## src/rtl/alu_pkg.sv

```systemverilog
// Shared ALU definitions: opcode constants, default widths and the
// arbiter FSM state encoding.
package alu_pkg;

  localparam int DATA_W_DEF = 8;
  localparam int SEL_W_DEF  = 3;

  localparam logic [2:0] ALU_FWD = 3'b000;
  localparam logic [2:0] ALU_ADD = 3'b001;
  localparam logic [2:0] ALU_AND = 3'b010;
  localparam logic [2:0] ALU_OR  = 3'b011;

  typedef enum logic [1:0] {
    IDLE = 2'b00,
    EXEC = 2'b01,
    RESP = 2'b10
  } state_t;

endpackage

```

## src/rtl/rr_arb2.sv

```systemverilog
// Combinational 2-way round-robin picker.
// req/mask in, ptr = favoured id on a tie; gnt_id = winner, any = someone won.
module rr_arb2 (
  input  logic [1:0] req,
  input  logic [1:0] mask,
  input  logic       ptr,
  output logic       gnt_id,
  output logic       any
);

  logic [1:0] eff;

  always_comb begin
    eff    = req & ~mask;
    any    = |eff;
    gnt_id = 1'b0;
    if (eff == 2'b11)
      gnt_id = ptr;
    else
      gnt_id = eff[1];
  end

endmodule

```

## src/rtl/alu_share_arbiter.sv

```systemverilog
// Shares one ALU between two requesters: round-robin pick, one EXEC
// cycle on latched operands, registered result with a VALID pulse.
// Ports: CLK/RESET, REQn/OPn/An/Bn in, GNTn/VALIDn/RES_OUT/ERR/BUSY out,
// ALU_DATA1/ALU_DATA2/ALU_SELECT to the ALU, ALU_RESULT back from it.
module alu_share_arbiter
  import alu_pkg::*;
#(
  parameter int DATA_W = DATA_W_DEF,
  parameter int SEL_W  = SEL_W_DEF
) (
  input  logic              CLK,
  input  logic              RESET,
  input  logic              REQ0,
  input  logic              REQ1,
  input  logic [SEL_W-1:0]  OP0,
  input  logic [SEL_W-1:0]  OP1,
  input  logic [DATA_W-1:0] A0,
  input  logic [DATA_W-1:0] A1,
  input  logic [DATA_W-1:0] B0,
  input  logic [DATA_W-1:0] B1,
  output logic              GNT0,
  output logic              GNT1,
  output logic              VALID0,
  output logic              VALID1,
  output logic [DATA_W-1:0] RES_OUT,
  output logic              ERR,
  output logic              BUSY,
  output logic [DATA_W-1:0] ALU_DATA1,
  output logic [DATA_W-1:0] ALU_DATA2,
  output logic [SEL_W-1:0]  ALU_SELECT,
  input  logic [DATA_W-1:0] ALU_RESULT
);

  state_t            state_q;
  state_t            state_d;
  logic              take;
  logic              id_q;
  logic              ptr_q;
  logic [SEL_W-1:0]  op_q;
  logic [DATA_W-1:0] a_q;
  logic [DATA_W-1:0] b_q;
  logic [DATA_W-1:0] res_q;
  logic              err_q;

  logic [1:0]        mask;
  logic              gnt_id;
  logic              any;
  logic              rsvd;

  // The requester just served is still raising REQ in RESP;
  // keep it out of the next pick.
  assign mask = (state_q == RESP) ?
                (id_q ? 2'b10 : 2'b01) : 2'b00;

  rr_arb2 u_arb (
    .req    ({REQ1, REQ0}),
    .mask   (mask),
    .ptr    (ptr_q),
    .gnt_id (gnt_id),
    .any    (any)
  );

  // Opcodes above OR (1xx) are reserved.
  assign rsvd = |op_q[SEL_W-1:2];

  always_comb begin
    state_d = state_q;
    take    = 1'b0;
    unique case (state_q)
      IDLE: begin
        if (any) begin
          take    = 1'b1;
          state_d = EXEC;
        end
      end
      EXEC: begin
        state_d = RESP;
      end
      RESP: begin
        if (any) begin
          take    = 1'b1;
          state_d = EXEC;
        end else begin
          state_d = IDLE;
        end
      end
      default: begin
        state_d = IDLE;
      end
    endcase
  end

  always_ff @(posedge CLK or posedge RESET) begin
    if (RESET) begin
      state_q <= IDLE;
      id_q    <= 1'b0;
      ptr_q   <= 1'b0;
      op_q    <= '0;
      a_q     <= '0;
      b_q     <= '0;
      res_q   <= '0;
      err_q   <= 1'b0;
    end else begin
      state_q <= state_d;
      if (take) begin
        id_q  <= gnt_id;
        ptr_q <= ~gnt_id;
        op_q  <= gnt_id ? OP1 : OP0;
        a_q   <= gnt_id ? A1 : A0;
        b_q   <= gnt_id ? B1 : B0;
      end
      if (state_q == EXEC) begin
        res_q <= rsvd ? '0 : ALU_RESULT;
        err_q <= rsvd;
      end
    end
  end

  assign BUSY       = (state_q == EXEC) ||
                      (state_q == RESP);
  assign GNT0       = (state_q == EXEC) && !id_q;
  assign GNT1       = (state_q == EXEC) && id_q;
  assign VALID0     = (state_q == RESP) && !id_q;
  assign VALID1     = (state_q == RESP) && id_q;
  assign RES_OUT    = res_q;
  assign ERR        = err_q;
  assign ALU_DATA1  = a_q;
  assign ALU_DATA2  = b_q;
  assign ALU_SELECT = rsvd ? '0 : op_q;

endmodule

```

## config.mk

```make
export PLATFORM = sky130hd
export DESIGN_NAME = alu_share_arbiter
export DESIGN_NICKNAME = d
export VERILOG_FILES = /design/src/rtl/alu_pkg.sv /design/src/rtl/rr_arb2.sv /design/src/rtl/alu_share_arbiter.sv
export SDC_FILE = /design/constraint.sdc
export NUM_CORES = 1
export LEC_CHECK = 0
export ABC_AREA = 1
export CAP_MARGIN = 30
export CORE_MARGIN = 3
export CORE_UTILIZATION = 43
export CTS_CLUSTER_SIZE = 40
export DETAILED_ROUTE_END_ITERATION = 8
export PLACE_DENSITY = 0.92
export SKIP_CTS_REPAIR_TIMING = 1
export SLEW_MARGIN = 5
export SYNTH_ARGS = -nofsm -noshare
export SYNTH_HDL_FRONTEND = slang
export SYNTH_SLANG_ARGS = --single-unit
```

## constraint.sdc

```tcl
create_clock -name CLK -period 2.71 [get_ports CLK]
set_clock_uncertainty 0.05 [all_clocks]
set_input_delay 0.542 -clock CLK [delete_from_list [all_inputs] [get_ports CLK]]
set_output_delay 0.542 -clock CLK [all_outputs]
set_load 0.05 [all_outputs]
```

==> results.sh <==
export IMPL_critPathMaxFanout=4
export IMPL_drv_slew=0
export IMPL_root_buffer="clkbuf_8"
export IMPL_grt_max_degree=33
export IMPL_finalWeightedCongestion=0.658
export IMPL_outcome="complete, no violations"
export IMPL_synth_cell_type_count=19
export IMPL_endpoint_kind="primary output"
export IMPL_worstMarginPinSlew_ns=0.673
export IMPL_hold_violations=0
export IMPL_io_pins=83
export IMPL_core_area_um2=3720
export IMPL_antennaDiodeCount=0
export IMPL_drive_above_1_share_pct=8.22
export IMPL_grt_overflow=0
export IMPL_synth_cell_area_um2=1690
export IMPL_ys_seq_elements=32
export IMPL_clockBufferDepth=2
export IMPL_vias=1566
export IMPL_area_delta_synth_final_pct=52.3
export IMPL_drv_cap=0
export IMPL_worstPathRequired_ns=2.12
export IMPL_drt_iter0_drc=65
export IMPL_arrival_ns=1.90
export IMPL_num_nets_final=346
export IMPL_synth_seq_area_share_pct=47.3
export IMPL_grt_usage_pct=18.8
export IMPL_insertion_delay_ns=0.27
export IMPL_path_clk_slew_ns=0.06
export IMPL_power_density_nw_per_um2=1270
export IMPL_die_y_um=68.7
export IMPL_peakVddDrop_mv=0.729
export IMPL_wl_mm=4.15
export IMPL_intPower_uw=1590
export IMPL_cts_sinks=32
export IMPL_cts_buffers=5
export IMPL_power_leakage_uw=0.00134
export IMPL_antenna_found_initial=0
export IMPL_min_path_type="reg -> reg"
export IMPL_tns_ns=0
export IMPL_period_share_pct=92.0
export IMPL_grt_pass1_wl_mm=6.62
export IMPL_synth_nets=265
export IMPL_period_minus_slack_ns=2.49
export IMPL_seqPwrFrac_pct=25.9
export IMPL_holdWs_ns=0.432
export IMPL_dp_hpwl_mm=3.17
export IMPL_max_slew_margin_rel_pct=55.0
export IMPL_synth_area_per_cell_um2=8.06
export IMPL_die_area_um2=4720
export IMPL_cp_start_kind="register"
export IMPL_drtAntennaViolNets=0
export IMPL_max_freq_mhz=401
export IMPL_clkPwrFrac_pct=11.0
export IMPL_chipWidth_um=68.7
export IMPL_avgRoutedWirePerCell_um=12.2
export IMPL_fill_cells=311
export IMPL_grt_pass1_vias=1462
export IMPL_p_sw_uw=1670
export IMPL_tritoncts="yes"
export IMPL_ys_warnings_count=0
export IMPL_comb_power_share_pct=63.1
export IMPL_drcViolationCount=0
export IMPL_htree_num_levels=2
export IMPL_swShare_pct=51.2
export IMPL_rsz0062_at_grt="false"
export IMPL_syn_inst=210
export IMPL_drt_vias_per_instance=4.61
export IMPL_io_buffers=81
export IMPL_fp_row_count=22
export IMPL_drtPass1Iterations=4
export IMPL_setup_violations=0
export IMPL_crit_type="reg -> out"
export IMPL_start_util_pct=45.5
## layout make-up
cell class | instances | area [um2] | share of cell area, %
inverter | 14 | 52.6 | 2.04
sequential | 32 | 801 | 31.1
multi-input combinational | 153 | 729 | 28.3
clock buffer | 8 | 90.1 | 3.50
tap | 48 | 60.1 | 2.33
timing repair buffer | 85 | 843 | 32.7
## state kept, by name, indices dropped and copies added (netlist names)
| register | cells |
|---|---|
| ALU_DATA1 | 8 |
| ALU_DATA2 | 8 |
| ERR | 1 |
| RES_OUT | 8 |
| id_q | 1 |
| op_q | 3 |
| ptr_q | 1 |
| state_q | 2 |
## placed cells by master, fill, tap and decap left out
cell and count:
a22o_1 8, buf_4 5, clkbuf_1 2, clkbuf_8 6
clkdlybuf4s50_1 78, clkinv_1 1, conb_1 1, dfrtp_1 32
dlymetal6s2s_1 2, ha_1 5, inv_1 10, inv_2 3
nand2_1 105, nand2_2 3, nand3_1 15, nand3_2 5
nor2_1 6, nor2_2 1, o21a_1 1, o21ai_0 2
o21ai_2 1
## power by group through the flow
stage | Sequential (uW) | Combinational [uW] | Clock, uW
floorplan | 1420 | 915 | 0
global placement | 837 | 2040 | 0
detailed placement | 846 | 2090 | 0
CTS | 846 | 2090 | 368
global route | 873 | 2230 | 390
finish | 846 | 2060 | 358
## Yosys cell counts
cell      instances  share of area [%]
a22o_1            8                4.1
buf_4             5                2.2
buf_6             5                3.3
buf_8             1               0.89
clkinv_1          1               0.22
conb_1            1               0.22
dfrtp_1          32                 47
ha_1              5                3.7
inv_1            10                2.2
inv_2             3               0.67
nand2_1         105                 23
nand2_2           3                1.1
nand3_1          15                4.4
nand3_2           5                3.0
nor2_1            6                1.3
nor2_2            1               0.37
o21a_1            1               0.44
o21ai_0           2               0.59
o21ai_2           1               0.52
## metal layers
layer	up-vias	share of wire [%]	global-route usage, %
li1	807	-	-
met1	705	42	23.1
met2	54	51	33.3
met3	0	6.5	4.70
met4	0	0	4.38
met5	-	0	0
## worst max-delay path, cell delays in order (launching register included)
cell             delay (ns)
dfrtp_1                0.40
inv_1                  0.13
ha_1                   0.21
nand2_1                0.06
inv_1                  0.05
clkdlybuf4s50_1        0.79
## worst paths after layout
check	start	to	slack, ns	cells past startpoint
max	state_q[1]	GNT1	0.22	5
min	ALU_DATA1[0]	ALU_DATA1[0]	0.43	2
max reg2reg	state_q[0]	ALU_DATA2[4]	0.79	10
min reg2reg	ALU_DATA1[0]	ALU_DATA1[0]	0.43	2
max in group asynchronous	RESET	ALU_DATA1[1]	1.74	3
min in group asynchronous	RESET	RES_OUT[3]	0.59	3
## through the flow
step | setup WS, ns | power, uW | utilization (%) | area (um2) | instances
after floorplan | 0.552 | 2330 | - | 1690 | 210
after global placement | 0.445 | 2880 | 66.8 | 2480 | 332
after detailed placement | 0.392 | 2930 | 66.8 | 2480 | 332
after CTS | 0.0877 | 3300 | 69.2 | 2570 | 340
after global routing | 0.0744 | 3490 | 69.3 | 2580 | 340
final | 0.215 | 3270 | 69.3 | 2580 | 340
## cells by family (layout without fill, tap and decap cells)
kind of cell	after synthesis	after routing	share of synthesized area (%)
and+or+nand+nor	135	135	33.5
buffers and inverters	25	107	9.54
other	1	1	0.222
adders and majority gates	5	5	3.70
DFF	32	32	47.3
AOI/OAI and AO/OA	12	12	5.70
Note: power is estimated with default switching activity, not from simulation.
